### src/rtl/uart_pkg.sv
// rtl/uart_pkg.sv - UART FSM states and line constants shared by the transmitter and receiver
package uart_pkg;

  typedef enum logic [2:0] {
    ST_IDLE,
    ST_LOAD,
    ST_START,
    ST_DATA,
`ifdef UART_TX_PARITY_EN
    ST_PARITY,
`endif
    ST_STOP
  } uart_state_e;

  localparam logic LSB_FIRST  = 1'b1;
  localparam logic IDLE_LEVEL = 1'b1;

endpackage

### src/rtl/fifo.sv
// rtl/fifo.sv - synchronous FIFO, read data registered one cycle after rd_en
module fifo #(
  parameter int WIDTH = 8,
  parameter int DEPTH = 32
) (
  input  logic             clk,
  input  logic             rst,
  input  logic             wr_en,
  input  logic [WIDTH-1:0] wr_data,
  input  logic             rd_en,
  output logic [WIDTH-1:0] rd_data,
  output logic             full,
  output logic             empty
);

  localparam int AW = $clog2(DEPTH);
  localparam logic [AW:0] PTR_ONE = 1;

  logic [WIDTH-1:0] mem_q [DEPTH];
  logic [AW:0]      wr_ptr_q, wr_ptr_d;
  logic [AW:0]      rd_ptr_q, rd_ptr_d;
  logic [WIDTH-1:0] rd_data_q, rd_data_d;
  logic             wr_ok, rd_ok;

  // Extra pointer MSB distinguishes full from empty when the indices match.
  always_comb begin
    full      = (wr_ptr_q[AW] != rd_ptr_q[AW]) && (wr_ptr_q[AW-1:0] == rd_ptr_q[AW-1:0]);
    empty     = (wr_ptr_q == rd_ptr_q);
    wr_ok     = wr_en && !full;
    rd_ok     = rd_en && !empty;
    wr_ptr_d  = wr_ok ? wr_ptr_q + PTR_ONE : wr_ptr_q;
    rd_ptr_d  = rd_ok ? rd_ptr_q + PTR_ONE : rd_ptr_q;
    rd_data_d = rd_ok ? mem_q[rd_ptr_q[AW-1:0]] : rd_data_q;
  end

  always_ff @(posedge clk or posedge rst) begin
    if (rst) begin
      wr_ptr_q  <= '0;
      rd_ptr_q  <= '0;
      rd_data_q <= '0;
    end else begin
      wr_ptr_q  <= wr_ptr_d;
      rd_ptr_q  <= rd_ptr_d;
      rd_data_q <= rd_data_d;
    end
  end

  always_ff @(posedge clk) begin
    if (wr_ok) begin
      mem_q[wr_ptr_q[AW-1:0]] <= wr_data;
    end
  end

  assign rd_data = rd_data_q;

endmodule

### src/rtl/uart_tx_framer.sv
// rtl/uart_tx_framer.sv - FIFO-fed UART transmit framer
// Parity ports and PARITY state exist only when UART_TX_PARITY_EN is defined.
module uart_tx_framer
  import uart_pkg::*;
#(
  parameter int DWIDTH = 8,
  parameter int FDEPTH = 32,
  parameter int DIV_W  = 16
) (
  input  logic              clk,
  input  logic              rst,
  input  logic [DWIDTH-1:0] data,
  input  logic              dataWen,
  input  logic [DIV_W-1:0]  baudDiv,
  input  logic              stop2,
`ifdef UART_TX_PARITY_EN
  input  logic              parityEn,
  input  logic              parityOdd,
`endif
  output logic              fifoFull,
  output logic              fifoEmpty,
  output logic              busy,
  output logic              txDone,
  output logic              sOut
);

  localparam int BW = $clog2(DWIDTH + 1);

  logic              fifo_rd;
  logic [DWIDTH-1:0] fifo_rdata;
  logic              fifo_full, fifo_empty;

  fifo #(
    .WIDTH (DWIDTH),
    .DEPTH (FDEPTH)
  ) u_fifo (
    .clk     (clk),
    .rst     (rst),
    .wr_en   (dataWen),
    .wr_data (data),
    .rd_en   (fifo_rd),
    .rd_data (fifo_rdata),
    .full    (fifo_full),
    .empty   (fifo_empty)
  );

  uart_state_e       state_q, state_d;
  logic [DWIDTH-1:0] shift_q, shift_d;
  logic [DIV_W-1:0]  div_q, div_d;
  logic [DIV_W-1:0]  cnt_q, cnt_d;
  logic [BW-1:0]     bit_q, bit_d;
  logic              stop2_q, stop2_d;
  logic              stop_hi_q, stop_hi_d;
  logic              sout_q, sout_d;
  logic              busy_q, busy_d;
  logic              done_q, done_d;
`ifdef UART_TX_PARITY_EN
  logic              par_en_q, par_en_d;
  logic              par_q, par_d;
`endif

  logic              tick;
  logic              next_bit;
  logic [DWIDTH-1:0] shift_next;

  always_comb begin
    tick       = (cnt_q == div_q);
    next_bit   = LSB_FIRST ? shift_q[0] : shift_q[DWIDTH-1];
    shift_next = LSB_FIRST ? (shift_q >> 1) : (shift_q << 1);

    fifo_rd    = 1'b0;
    state_d    = state_q;
    shift_d    = shift_q;
    div_d      = div_q;
    bit_d      = bit_q;
    stop2_d    = stop2_q;
    stop_hi_d  = stop_hi_q;
    sout_d     = sout_q;
    busy_d     = busy_q;
    done_d     = 1'b0;
`ifdef UART_TX_PARITY_EN
    par_en_d   = par_en_q;
    par_d      = par_q;
`endif

    if (state_q == ST_IDLE || state_q == ST_LOAD || tick) begin
      cnt_d = '0;
    end else begin
      cnt_d = cnt_q + DIV_W'(1);
    end

    // sout_d is set one state ahead so the registered line changes on entry.
    case (state_q)
      ST_IDLE: begin
        sout_d = IDLE_LEVEL;
        busy_d = 1'b0;
        if (!fifo_empty) begin
          fifo_rd = 1'b1;
          state_d = ST_LOAD;
        end
      end
      ST_LOAD: begin
        shift_d   = fifo_rdata;
        div_d     = baudDiv;
        stop2_d   = stop2;
        stop_hi_d = 1'b0;
        bit_d     = '0;
`ifdef UART_TX_PARITY_EN
        par_en_d  = parityEn;
        par_d     = (^fifo_rdata) ^ parityOdd;
`endif
        busy_d    = 1'b1;
        sout_d    = ~IDLE_LEVEL;
        state_d   = ST_START;
      end
      ST_START: begin
        if (tick) begin
          sout_d  = next_bit;
          shift_d = shift_next;
          bit_d   = BW'(1);
          state_d = ST_DATA;
        end
      end
      ST_DATA: begin
        if (tick) begin
          if (bit_q == BW'(DWIDTH)) begin
`ifdef UART_TX_PARITY_EN
            if (par_en_q) begin
              sout_d  = par_q;
              state_d = ST_PARITY;
            end else begin
              sout_d  = IDLE_LEVEL;
              state_d = ST_STOP;
            end
`else
            sout_d  = IDLE_LEVEL;
            state_d = ST_STOP;
`endif
          end else begin
            sout_d  = next_bit;
            shift_d = shift_next;
            bit_d   = bit_q + BW'(1);
          end
        end
      end
`ifdef UART_TX_PARITY_EN
      ST_PARITY: begin
        if (tick) begin
          sout_d  = IDLE_LEVEL;
          state_d = ST_STOP;
        end
      end
`endif
      ST_STOP: begin
        if (tick) begin
          if (stop2_q && !stop_hi_q) begin
            stop_hi_d = 1'b1;
          end else begin
            done_d  = 1'b1;
            busy_d  = 1'b0;
            state_d = ST_IDLE;
          end
        end
      end
      default: begin
        sout_d  = IDLE_LEVEL;
        busy_d  = 1'b0;
        state_d = ST_IDLE;
      end
    endcase
  end

  always_ff @(posedge clk or posedge rst) begin
    if (rst) begin
      state_q   <= ST_IDLE;
      shift_q   <= '0;
      div_q     <= '0;
      cnt_q     <= '0;
      bit_q     <= '0;
      stop2_q   <= 1'b0;
      stop_hi_q <= 1'b0;
      sout_q    <= IDLE_LEVEL;
      busy_q    <= 1'b0;
      done_q    <= 1'b0;
`ifdef UART_TX_PARITY_EN
      par_en_q  <= 1'b0;
      par_q     <= 1'b0;
`endif
    end else begin
      state_q   <= state_d;
      shift_q   <= shift_d;
      div_q     <= div_d;
      cnt_q     <= cnt_d;
      bit_q     <= bit_d;
      stop2_q   <= stop2_d;
      stop_hi_q <= stop_hi_d;
      sout_q    <= sout_d;
      busy_q    <= busy_d;
      done_q    <= done_d;
`ifdef UART_TX_PARITY_EN
      par_en_q  <= par_en_d;
      par_q     <= par_d;
`endif
    end
  end

  assign fifoFull  = fifo_full;
  assign fifoEmpty = fifo_empty;
  assign busy      = busy_q;
  assign txDone    = done_q;
  assign sOut      = sout_q;

endmodule

### config.mk
export PLATFORM = sky130hd
export DESIGN_NAME = uart_tx_framer
export DESIGN_NICKNAME = d
export VERILOG_FILES = /design/src/rtl/uart_pkg.sv /design/src/rtl/fifo.sv /design/src/rtl/uart_tx_framer.sv
export SDC_FILE = /design/constraint.sdc
export NUM_CORES = 1
export LEC_CHECK = 0
export CAP_MARGIN = 5
export CORE_AREA = 2 2 176 178
export DETAILED_ROUTE_END_ITERATION = 6
export DIE_AREA = 0 0 178 180
export GPL_TIMING_DRIVEN = 1
export PLACE_DENSITY_LB_ADDON = 0.2
export SLEW_MARGIN = 20
export SYNTH_ARGS = -nofsm -noshare
export SYNTH_HDL_FRONTEND = slang
export SYNTH_HIERARCHICAL = 1
export SYNTH_SLANG_ARGS = --single-unit
### constraint.sdc
create_clock -name clk -period 6 [get_ports clk]
set_clock_uncertainty 0.1 [all_clocks]
set_input_delay 0.6 -clock clk [delete_from_list [all_inputs] [get_ports clk]]
set_output_delay 0.6 -clock clk [all_outputs]
set_load 0.05 [all_outputs]
**Word-level counts from Yosys, hierarchy flattened**

Memory sizes are Yosys's and may differ from the RTL's. A register that Yosys moved wholly into a read port is not among the register bits.
Cells that the tools add are included.

- Equal/unequal tests: 17
- Reduce and logical (&&, ||, !) cells: 18
- Add/sub/neg operators: 4
- Muxes and demuxes: 33
- Bitwise logic cells: 2

Operator list:

| cell | number |
|---|---|
| 8-bit two-way mux | 3 |
| 8-bit case mux with 3 select lines | 1 |
| 3-bit two-way mux | 6 |
| 16-bit by 1-bit adder with 16-bit output (second input constant) | 1 |
| 16-bit == test | 1 |
| 16-bit two-way mux | 1 |
| 2-bit inequality test (second input constant) | 8 |
| 3-bit case mux with 5 select lines | 1 |
| 1-bit two-way mux | 14 |
| 6-bit by 1-bit adder with 6-bit output (second input constant) | 2 |
| 4-bit two-way mux | 3 |
| 4-bit case mux with 3 select lines | 1 |
| 3-bit AND reduction | 3 |
| 3-bit by 2-bit == test with 1-bit output (second input constant) | 2 |
| 6-bit == test | 1 |
| 6-bit AND reduction | 1 |
| 5-bit == test | 1 |
| 4-bit by 1-bit adder with 4-bit output (second input constant) | 1 |
| 4-bit == test (second input constant) | 1 |
| 1-bit logical AND | 4 |
| 1-bit case mux with 4 select lines | 1 |
| 4-bit AND reduction | 1 |
| 3-bit by 1-bit == test with 1-bit output (second input constant) | 1 |
| 3-bit == test (second input constant) | 1 |
| 10 further kinds | 14 |

- Word-level logic and storage cells: 87
- Input bits: 28
- RAM bits: 256
- Register bits after elaboration: 64
- Memories kept: 1

Memories:

| memory | words | width | rd ports | clocked after Yosys merged registers in | write ports | RTL line | source |
|---|---|---|---|---|---|---|---|
| u_fifo.mem_q | 32 | 8 | 1 | 1 | 1 | fifo.sv:19 | `logic [WIDTH-1:0] mem_q [DEPTH];` |

**Depth between registers and ports, before layout**

Gate-level depths: netlist of run 1.

- Depth in word-level cells: 6
- Depth in mapped cells: 9
- Depth with buffers taken out: 7

**Modules after synthesis**

The synthesis of run 1 kept the hierarchy.

By module, submodules not included:

| module | sequential area each (um^2) | area an instance (um^2) | cells each | instances |
|---|---|---|---|---|
| fifo | 8187.9 | 10877.9 | 554 | 1 |
| uart_tx_framer | 1302.5 | 2516.2 | 222 | 1 |

**Worst setup path after synthesis of run 1**

OpenSTA, ideal clock, no wires.

- Kind: flip-flop to flip-flop
- Start: reg u_fifo.rd_ptr_q[1]
- End: reg u_fifo.rd_data_q[0] (netlist: u_fifo/rd_data[0]), read port of u_fifo.mem_q
- Stages on the path, launching flop included: 10
- Path buffers: 2
- Setup slack: 2.662 ns
- Library setup time: 0.121 ns
- Data arrival time: 3.117 ns
- Cells stage by stage: dfrtp_1 > buf_6 > xnor2_1 > nand3_1 > nor4_1 > nor4_1 > o41ai_2 > buf_2 > a21oi_1 > a22o_1

- Cells in the longest elaborated chain, start to end: 4
- Elaborated cells between the ends (all ways): 5
- Classes of those cells: eq/ne (1); mux (2); reduce/logical (2)

RTL lines:

| item | RTL line | source |
|---|---|---|
| start, declared | fifo.sv:21 | `logic [AW:0] rd_ptr_q, rd_ptr_d;` |
| start signal, assigned | fifo.sv:43 | `rd_ptr_q <= rd_ptr_d;` |
| 6-bit == test | fifo.sv:28 | `empty = (wr_ptr_q == rd_ptr_q);` |
| via fifoEmpty | uart_tx_framer.sv:21 | `output logic fifoEmpty,` |
| 1-bit two-way mux | uart_tx_framer.sv:97 | `if (!fifo_empty) begin` |
| 1-bit two-way mux | uart_tx_framer.sv:93 | `case (state_q)` |
| via fifo_rd | uart_tx_framer.sv:29 | `logic fifo_rd;` |
| 1-bit logical AND | fifo.sv:30 | `rd_ok = rd_en && !empty;` |
| end, declared | fifo.sv:22 | `logic [WIDTH-1:0] rd_data_q, rd_data_d;` |

The timed path passes the listed nets, and every way through them passes these cells.
A chain may end at the register's enable or synchronous reset.

**Final worst setup path of run 1**

- Start: reg u_fifo.rd_ptr_q[0]
- End: out fifoEmpty

- Cells in the longest elaborated chain, start to end: 1

RTL lines:

| item | RTL line |
|---|---|
| 6-bit == test | fifo.sv:28 |
| end, declared | uart_tx_framer.sv:21 |

Every way passes these cells.

==> results of run 1 <==
layout make-up:
cell class | count | area (um2)
clock buffer | 44 | 931
fill | 2461 | 15100
timing repair buffer | 39 | 348
sequential | 328 | 9490
tap | 396 | 495
clock inverter | 16 | 146
multi-input combinational | 396 | 3660
inverter | 14 | 53.8
registers in the layout, indices dropped and copies added (netlist names), 3 cells and up:
register	cells
u_fifo/mem_q	256
cnt_q	16
div_q	16
shift_q	8
u_fifo/rd_data	8
u_fifo/rd_ptr_q	6
u_fifo/wr_ptr_q	6
bit_q	4
state_q	3
power breakdown:
| part | switching [uW] | internal [uW] | total [uW] |
|---|---|---|---|
| sequential | 269 | 2700 | 2970 |
| clock | 842 | 1190 | 2030 |
| combinational | 672 | 601 | 1270 |
| total | 1780 | 4490 | 6270 |
routing by layer:
layer / track usage, % / routed length, um / up-vias / part of all wire, %
li1: - / - / 3125 / -
met2: 28.3 / 13400 / 206 / 47
met5: 0 / 0 / - / 0
met4: 4.36 / 496 / 0 / 1.8
met1: 26.5 / 13000 / 3608 / 46
met3: 2.79 / 1390 / 40 / 4.9
stage by stage:
| stage | instance area [um2] | hold slack, ns | utilization, % | std cells | power [uW] |
|---|---|---|---|---|---|
| floorplan | 13400 | 0.361 | - | 776 | 3910 |
| global placement | 14100 | 0.375 | 46.6 | 1173 | 4260 |
| detailed placement | 14000 | 0.384 | 46.5 | 1173 | 4300 |
| CTS | 15100 | 0.395 | 50.1 | 1233 | 6340 |
| finish | 15100 | 0.396 | 50.1 | 1233 | 6280 |
| global route | 15100 | 0.422 | 50.1 | 1233 | 6550 |
synth_stat cells (all sizes together) (2+ instances only):
master,n,share of area (%)
mux2i,38,2.8
ha,8,0.75
nor2b,3,0.14
xor2,16,1.0
a41o,2,0.15
a311oi,2,0.18
and3,11,0.51
nand3,7,0.26
or3,2,0.093
a211o,2,0.13
mux2,19,1.6
nor2,59,1.7
buf,29,1.3
edfxtp,256,57
o221ai,8,0.52
o22ai,7,0.33
mux4,49,8.4
nor3,3,0.11
nand2,16,0.47
inv,14,0.39
nand3b,3,0.17
and2,11,0.51
a22oi,8,0.45
and4,3,0.20
dfrtp,71,13
or3b,2,0.13
o21ai,17,0.66
xnor2,30,2.0
a221o,7,0.52
nor4,3,0.25
a211oi,8,0.45
a21oi,21,0.78
clkbuf,9,0.26
nand4,11,0.51
a22o,9,0.59
logic make-up (layout without fill, tap and decap cells):
logic type / count (synthesis) / count (layout) / share of synthesized area, %
XOR/XNOR: 46 / 46 / 3.06
multiplexers: 106 / 106 / 12.8
adder cells (fa/ha/maj): 8 / 8 / 0.747
buffers and inverters: 52 / 113 / 1.93
flip-flops: 328 / 328 / 70.9
AND/OR/NAND/NOR: 137 / 137 / 5.25
AO/OA/AOI/OAI: 99 / 99 / 5.36
how the worst max path moves through the flow:
stage / startpoint / endpoint / slack (ns)
after floorplan: u_fifo/rd_ptr_q[1] / u_fifo/rd_data[0] / 2.66
after global placement: u_fifo/rd_ptr_q[0] / fifoEmpty / 2.53
after detailed placement: u_fifo/rd_ptr_q[0] / u_fifo/mem_q[22][6] / 2.39
after CTS: u_fifo/rd_ptr_q[0] / fifoEmpty / 1.96
after global routing: u_fifo/rd_ptr_q[0] / fifoEmpty / 1.75
final: u_fifo/rd_ptr_q[0] / fifoEmpty / 1.98
==> impl_metrics.json, run 1 <==
{
  "portBuffers": 32,
  "reg2reg_from": "u_fifo/rd_ptr_q[0]",
  "synth_ff_type": "edfxtp_1",
  "synth_area_um2": 13400,
  "cts_root_buffer": "clkbuf_16",
  "die_height_um": 180,
  "hold_depth": 1,
  "ant_nets": 0,
  "hold_end": "u_fifo/rd_ptr_q[5]",
  "worstSetupPathType": "register to primary output",
  "cp.arrival_ns": 3.32,
  "cp-end-kind": "primary output",
  "finalWorstSetupSlack_ns": 1.98,
  "ir_drop_v": 0.000237,
  "synth_edf_count": 256,
  "synth_nets": 812,
  "worst_slew_pin_slew_ns": 0.891,
  "cap_violations": 0,
  "routedWlPerCell_um": 22.9,
  "dp_slack_ns": 2.39,
  "finalSetupTns_ns": 0,
  "fin_crit_sh_pct": 67.1,
  "ios": 33,
  "drt_first_iter_violations": 567,
  "drive_gt1_share_pct": 16.7,
  "cts-resized-gates": 0,
  "grt_max_degree": 53,
  "netlist_instances": 776,
  "hold_buffers": 0,
  "yosys.cell_types.count": 58,
  "drt-pass1-iter-count": 4,
  "cts_sinks": 328,
  "h-tree-depth": 2,
  "slowest_stage": "dfrtp_4",
  "synth-seq-cells": 328,
  "grt_overflow": 0,
  "vias": 6979,
  "setup_violations": 0,
  "gp_congestion": 0.825,
  "cp_top_family": "flip-flops",
  "antenna_found_initial": 0,
  "yosys_warnings": 6,
  "most-common-layout-cells": "edfxtp_1 (256), dfrtp_1 (70), nor2_1 (59)",
  "seq_area_frac_synth_pct": 70.9,
  "p_per_area_nw_per_um2": 415,
  "crit_path_max_incr_delay_ns": 0.97,
  "area_growth_pct": 12.9,
  "hold_class": "register to register",
  "cp.required_ns": 5.30,
  "crit_path_start_kind": "register",
  "cts_tree": "yes",
  "clk_latency_ns": 0.52,
  "hpwl_mm": 17.9,
  "cts_buffers": 35,
  "rsz0062_at_grt": "false",
  "max_freq_mhz": 249,
  "p_leak_uw": 0.00525,
  "min_from": "u_fifo/rd_ptr_q[5]",
  "diodes": 0,
  "start_util_pct": 44.4,
  "grtUsageTotal_pct": 18.0,
  "post_cts_buffers": 0,
  "min_period_ns": 4.02,
  "hold_viol": 0,
  "r2r-end": "u_fifo/mem_q[22][0]",
  "std_cell_rows": 64,
  "grt_pass1_wl_mm": 43.7,
  "slew_headroom_pct": 40.5,
  "crit_fanout": 43,
  "via_per_inst": 5.66,
  "reg2reg_slack_ns": 2.42,
  "grt_pass1_vias": 7271,
  "r2r_cells": 5,
  "status": "completed",
  "cp.depth": 3,
  "clk_pin_slew_ns": 0.06,
  "crit_buf_inv": 1,
  "drc": 0,
  "syn_area_per_cell_um2": 17.3,
  "die_x_um": 178,
  "drt-total-wl_mm": 28.2,
  "die_area_um2": 32000,
  "core_um2": 30200,
  "cts.path.max_buffers": 3,
  "path_cells": "xor2_1, nor4_1, clkdlybuf4s50_1",
  "final_common_cell": "edfxtp_1",
  "final_max_slew_viol_count": 0,
  "async_flop_share_pct": 22.0,
  "fin_nets": 850
}
Note: power is estimated with default switching activity, not from simulation.
==> run 2: changes to the inputs <==
- clock period: 6 -> 3.25 ns (I/O delays scaled with it)
==> impl_metrics.json, run 2 (synthesized netlist as in run 1, its figures left out) <==
{
  "r2r_cells": 5,
  "cap_violations": 0,
  "reg2reg_from": "u_fifo/wr_ptr_q[3]",
  "grtUsageTotal_pct": 18.8,
  "cts_buffers": 36,
  "via_per_inst": 5.69,
  "std_cell_rows": 64,
  "most-common-layout-cells": "edfxtp_1 (256), dfrtp_1 (70), nor2_1 (58)",
  "start_util_pct": 44.4,
  "clk_pin_slew_ns": 0.06,
  "hold_class": "primary input to asynchronous set/reset pin",
  "antenna_found_initial": 0,
  "drc": 0,
  "clk_latency_ns": 0.52,
  "worst_slew_pin_slew_ns": 0.853,
  "cts_sinks": 328,
  "cp-end-kind": "register",
  "cts_tree": "yes",
  "crit_path_start_kind": "register",
  "p_total_uw": 12000,
  "hold_buffers": 0,
  "drive_gt1_share_pct": 19.5,
  "portBuffers": 32,
  "startpoint": "u_fifo/wr_ptr_q[3]",
  "cp.arrival_ns": 3.16,
  "h-tree-depth": 2,
  "largest_register_ffs": 256,
  "fin_nets": 867,
  "cp-endpoint": "u_fifo/mem_q[24][2]",
  "fin_crit_sh_pct": 96.1,
  "grt_pass1_wl_mm": 44.8,
  "setup_violations": 0,
  "min_period_ns": 3.12,
  "ant_nets": 0,
  "die_x_um": 178,
  "max_freq_mhz": 320,
  "drt_first_iter_violations": 612,
  "ir_drop_v": 0.000593,
  "hold_viol": 0,
  "grt_overflow": 0,
  "die_area_um2": 32000,
  "drt-pass1-iter-count": 5,
  "crit_fanout": 9,
  "area_growth_pct": 15.1,
  "status": "completed",
  "vias": 7120,
  "cts_root_buffer": "clkbuf_16",
  "slew_headroom_pct": 43.1,
  "gp_congestion": 0.834,
  "final_max_slew_viol_count": 0,
  "cts.path.max_buffers": 3,
  "final_area_um2": 15400,
  "ios": 33,
  "die_height_um": 180,
  "r2r-end": "u_fifo/mem_q[24][2]",
  "reg2reg_slack_ns": 0.13,
  "grt_pass1_vias": 7295,
  "hpwl_mm": 18.8,
  "final_common_cell": "edfxtp_1",
  "cp.required_ns": 3.29,
  "finalSetupTns_ns": 0,
  "p_per_area_nw_per_um2": 779,
  "worstSetupPathType": "register to register",
  "p_leak_uw": 0.00541,
  "drt-total-wl_mm": 29.7,
  "core_um2": 30200,
  "rsz0062_at_grt": "true",
  "diodes": 0,
  "cts-resized-gates": 0,
  "whs_ns": 0.143,
  "post_cts_buffers": 0,
  "routedWlPerCell_um": 23.7,
  "grt_max_degree": 82,
  "placed_area_um2": 14200
}
## run 2: changes by cell type in the layout (fill, tap and decap cells not counted), moves of 3 or more
cell,delta
buf_2,+3
buf_4,+14
clkdlybuf4s50_1,-5
buf_12,+3
bufinv_16,+3
## run 2: critical path, cell delays in order (launching register included)
cell and delay [ns]:
dfrtp_1 0.49, xor2_1 0.44, nor2_1 0.17, a31oi_2 0.42, nand2_1 0.45, nor2_1 0.67
## run 2: worst min-delay path by stage
stage / slack, ns / start / to
after floorplan: 0.19 / rst / u_fifo/rd_data[0]
after global placement: 0.38 / u_fifo/wr_ptr_q[5] / u_fifo/wr_ptr_q[5]
after detailed placement: 0.39 / shift_q[7] / shift_q[7]
after CTS: 0.13 / rst / shift_q[5]
after global routing: 0.17 / rst / shift_q[5]
final: 0.14 / rst / shift_q[5]
## run 2: where the power goes
group	internal, uW	total (uW)	switching, uW	leakage, uW
Combinational	1160	2580	1420	0.00160
Sequential	4990	5310	320	0.00322
Clock	2550	4120	1570	0.000585
Total	8700	12000	3310	0.00541
## run 2: cell type report
cell class | instances | area, um2
inverters | 14 | 52.6
clock buffers | 45 | 987
fillers | 2432 | 14800
repair buffers | 55 | 489
well taps | 396 | 495
multi-input cells | 396 | 3670
flip-flops and latches | 328 | 9490
clock inverters | 17 | 225
## run 2: routing by layer
layer / share of wire, % / global-route usage (%)
met1: 43 / 26.5
met2: 49 / 30.5
met5: 0 / 0
met3: 5.6 / 3.11
met4: 2.0 / 4.79
## run 2: through the flow
| step | setup WS (ns) | util [%] | cells |
|---|---|---|---|
| floorplan | 0.570 | - | 776 |
| global placement | 0.256 | 47.0 | 1188 |
| detailed placement | 0.180 | 47.0 | 1188 |
| CTS | 0.170 | 51.0 | 1250 |
| global route | -0.000714 | 51.0 | 1251 |
| finish | 0.127 | 51.0 | 1251 |
==> run 3: changes to the inputs <==
- CORE_AREA: 2 2 176 178 -> 2 2 186 188
- DIE_AREA: 0 0 178 180 -> 0 0 188 190
- GPL_ROUTABILITY_DRIVEN: unset -> 0
==> impl_metrics.json, run 3 (synthesized netlist as in run 1, its figures left out) <==
{
  "status": "completed",
  "path_cells": "xor2_1, nor2_1, a31oi_2, nand2_1, nor2_1",
  "p_leak_uw": 0.00539,
  "portBuffers": 32,
  "grt_pass1_vias": 7031,
  "antenna_found_initial": 0,
  "max_freq_mhz": 321,
  "h-tree-depth": 2,
  "p_clk_share_pct": 32.5,
  "min_period_ns": 3.11,
  "final_max_slew_viol_count": 0,
  "crit_fanout": 9,
  "crit_path_max_incr_delay_ns": 0.65,
  "cp.depth": 5,
  "most-common-layout-cells": "edfxtp_1 (256), dfrtp_1 (69), nor2_1 (58)",
  "core_um2": 33900,
  "p_int_uw": 8390,
  "slew_headroom_pct": 44.2,
  "startpoint": "u_fifo/wr_ptr_q[3]",
  "fin_crit_sh_pct": 95.8,
  "reg2reg_from": "u_fifo/wr_ptr_q[3]",
  "vias": 6926,
  "hold_buffers": 0,
  "reg2reg_slack_ns": 0.14,
  "grtUsageTotal_pct": 16.4,
  "p_per_area_nw_per_um2": 758,
  "switching_share_pct": 28.3,
  "start_util_pct": 39.5,
  "via_per_inst": 5.25,
  "cp_common_cell": "nor2_1",
  "cts_tree": "yes",
  "ir_drop_v": 0.000476,
  "seqPwrFrac_pct": 45.1,
  "grt_max_degree": 82,
  "comb_power_share_pct": 22.4,
  "cp.arrival_ns": 3.17,
  "drt-pass1-iter-count": 4,
  "die_x_um": 188,
  "clk_latency_ns": 0.53,
  "cp-end-kind": "register",
  "grt_pass1_wl_mm": 44.1,
  "worst_slew_pin_slew_ns": 0.837,
  "drt_first_iter_violations": 525,
  "final_common_cell": "edfxtp_1",
  "slowest_stage": "nor2_1",
  "die_height_um": 190,
  "drt-total-wl_mm": 28.5,
  "crit_path_start_kind": "register",
  "cap_violations": 0,
  "ant_nets": 0,
  "routedWlPerCell_um": 21.6,
  "final_area_um2": 15400,
  "placed_area_um2": 14400,
  "rsz0062_at_grt": "true",
  "grt_overflow": 0,
  "drc": 0,
  "fin_util_pct": 45.5,
  "cts.path.max_buffers": 3,
  "cts_root_buffer": "clkbuf_16",
  "hold_class": "primary input to asynchronous set/reset pin",
  "setup_violations": 0,
  "clk_pin_slew_ns": 0.06,
  "worstSetupPathType": "register to register",
  "diodes": 0,
  "ios": 33,
  "largest_register_ffs": 256,
  "area_growth_pct": 15.3,
  "cts_sinks": 328,
  "drive_gt1_share_pct": 18.9,
  "std_cell_rows": 68,
  "r2r_cells": 5,
  "cp_top_family": "simple AND/OR/NAND/NOR gates",
  "fin_nets": 875,
  "power_switching_uw": 3320,
  "hpwl_mm": 18.1,
  "hold_viol": 0,
  "post_cts_buffers": 0,
  "die_area_um2": 35700,
  "cp.required_ns": 3.30,
  "crit_buf_inv": 0,
  "cts_buffers": 36
}
==> run 3: cell types whose count changed in the layout (fill, tap and decap cells not counted), sizes merged <==
cell | previous run | this run
bufinv | 5 | 2
clkbuf | 45 | 50
buf | 33 | 35
clkinvlp | 3 | 1
inv | 14 | 16
clkinv | 9 | 8
clkdlybuf4s50 | 22 | 28
==> run 3: final cells by class <==
type	instances	area, um2
inverters	14	52.6
clock buffers	50	953
repair buffers	63	579
clock inverters	13	134
flip-flops and latches	328	9500
multi-input cells	396	3660
well taps	455	569
fillers	2937	18500
==> run 3: power groups by stage <==
stage / combinational (uW) / sequential [uW] / clock, uW
floorplan: 1950 / 5280 / 0
global placement: 2650 / 5360 / 0
detailed placement: 2640 / 5360 / 0
CTS: 2650 / 5280 / 3910
global route: 2840 / 5330 / 4090
finish: 2630 / 5280 / 3800
==> run 3: final timing paths <==
kind	end
max	u_fifo/mem_q[20][2]
min	shift_q[5]
max reg2reg	u_fifo/mem_q[20][2]
min reg2reg	u_fifo/rd_data[2]
max in group asynchronous	u_fifo/rd_ptr_q[0]
min in group clk	u_fifo/mem_q[7][0]
==> run 3: metal layers <==
layer / part of all wire [%] / global-route usage [%] / vias to the layer above / wire (um)
met5: 0 / 0 / - / 0
met4: 2.5 / 5.12 / 0 / 718
met3: 4.7 / 3.06 / 49 / 1330
met2: 45 / 24.8 / 149 / 12800
met1: 48 / 24.1 / 3550 / 13600
li1: - / - / 3178 / -
==> run 3: stage by stage <==
step	TNS (ns)	total power (uW)	cells	setup WS (ns)	hold WS, ns
6_report	0	11700	1319	0.136	0.0863
5_1_grt	-0.920	12300	1319	-0.0390	0.108
4_1_cts	0	11800	1319	0.222	0.0769
3_5_place_dp	0	8010	1256	0.246	0.387
3_3_place_gp	0	8010	1255	0.299	0.379
2_1_floorplan	0	7230	776	0.570	0.189
==> run 3: timing repair <==
action / in CTS / in global routing
endpoints found under the setup margin: 0 / 33
hold endpoints to repair: 0 / 0
gates resized for setup: 0 / 1
==> run 3: worst reg2reg max path: stages (launching register included) <==
cell	delay [ns]
dfrtp_1	0.50
xor2_1	0.43
nor2_1	0.18
a31oi_2	0.44
nand2_1	0.44
nor2_1	0.65
==> variant, RTL diff (config.mk and constraints of run 2) <==
The package constant `LSB_FIRST` goes from 1'b1 to 1'b0.
--- a/src/rtl/uart_pkg.sv
+++ b/src/rtl/uart_pkg.sv
@@ -13,5 +13,5 @@
   } uart_state_e;
 
-  localparam logic LSB_FIRST  = 1'b1;
+  localparam logic LSB_FIRST  = 1'b0;
   localparam logic IDLE_LEVEL = 1'b1;
 
Check against the original RTL: not equivalent (Yosys sat finds a counterexample within 10 cycles, from zero or initial values and one cycle with rst high).
==> variant against run 2 <==
- worst hold slack improved by 0.13 ns
- setup slack gained 0.27 ns
- die area stayed put
- area after synthesis shrank 0.18%
- first-iteration DRC count rose by 6.0%
- routed wire length decreased by 7.9%
- non-clock buffer count rose by 22
- power down 1.4%
- design area rose by 0.99%
- sequential cell count unchanged
- critical path type unchanged
- highest routed layer unchanged
==> variant: results (changes against run 2) <==
Status
  • Status: completed

Detailed routing
  • Total routed wirelength: 27.4 mm (-7.9%)
  • DR WL/cell: 21.4 um (-9.8%)
  • DRT iter0 DRCs: 649 (+6.0%)
  • Drt pass-1 iters: 6 (+1)
  • Via density: 5.52 (-2.9%)

Place
  • DP Wirelength: 17.8 mm (-5.6%)
  • Placed Instances: 1214 (+2.2%)
  • Pre-CTS setup slack: 0.422 ns (+0.242 ns)
  • DP Area: 14400 um2 (+1.5%)

Yosys
  • XOR/XNOR share of the synthesized area: 0.0301 (-0.000507)
  • Post-synthesis mux area share: 0.128 (+0.000227)
  • Mean Syn Cell Area: 17.2 um2 (-0.43%)
  • Synth cell count leaders: edfxtp_1 (256), dfrtp_1 (71), nor2_1 (62)
  • Library cells used by synthesis: 56 (-3.4%)
  • Top cells by area, synth: edfxtp_1 (57%), dfrtp_1 (13%), mux4_2 (7.6%)

Critical path
  • CP startpoint: u_fifo/rd_ptr_q[1]
  • Reg2Reg Setup Slack: 0.39 ns (+0.27 ns)
  • Peak per-stage delay on the critical path: 0.64 ns (-0.03 ns)
  • Largest fanout on the critical path: 27 (+18)
  • FF-to-FF End: u_fifo/rd_data[3]

Global route
  • GRT Total Usage: 0.174 (-0.0142)
  • First-pass GRT wire length: 42.2 mm (-5.7%)
  • M1 GR Usage: 0.240 (-0.0250)
  • Vias in the first global route: 7200 (-1.3%)
  • GR Layer Usage met2: 0.282 (-0.0234)

Timing
  • Slew margin rel.: 0.401 (-0.0308)
  • Max Freq: 0.350 GHz (+9.3%)

Cells and area
  • Nets: 893 (+3.0%)
  • Fillers: 2427 (-0.21%)

Power and ir drop
  • PwrDens: 761 nW/um2 (-2.4%)
  • Max IR drop VDD: 0.000586 V (-1.2%)
## variant: cell families (layout without fill, tap and decap cells)
logic type,Yosys count,after routing
adder cells (fa/ha/maj),8,8
XOR/XNOR,46,46
multiplexers,106,106
flip-flops,328,328
AND/OR/NAND/NOR,139,139
buffers and inverters,52,156
AO/OA/AOI/OAI,99,99
## variant: per-layer routing
metal,wire (um),vias to the layer above
met5,0,-
met1,12000,3616
met4,890,0
met2,13200,179
li1,-,3206
met3,1260,59
## variant: worst min path at each step
stage,from,end,slack [ns]
3_3_place_gp,u_fifo/wr_ptr_q[5],u_fifo/wr_ptr_q[5],0.38
5_1_grt,baudDiv[14],div_q[14],0.33
3_5_place_dp,u_fifo/rd_ptr_q[5],u_fifo/rd_ptr_q[5],0.38
6_report,rst,u_fifo/rd_data[2],0.28
4_1_cts,rst,u_fifo/rd_data[6],0.28
2_1_floorplan,rst,u_fifo/rd_data[0],0.19
## variant: power groups by stage
| stage | clock network, mW | logic [mW] | registers, mW |
|---|---|---|---|
| floorplan | 0 | 1.95 | 5.28 |
| detailed placement | 0 | 2.59 | 5.42 |
| global placement | 0 | 2.56 | 5.40 |
| CTS | 4.02 | 2.60 | 5.34 |
| global route | 4.22 | 2.78 | 5.39 |
| finish | 3.93 | 2.56 | 5.34 |
## variant: layout make-up
type	count	area share
Clock buffer	45	0.0627
Timing Repair Buffer	77	0.0454
Clock inverter	18	0.0115
Tap cell	396	0.0318
Multi-Input combinational cell	398	0.235
Inverter	16	0.00394
Sequential cell	328	0.610
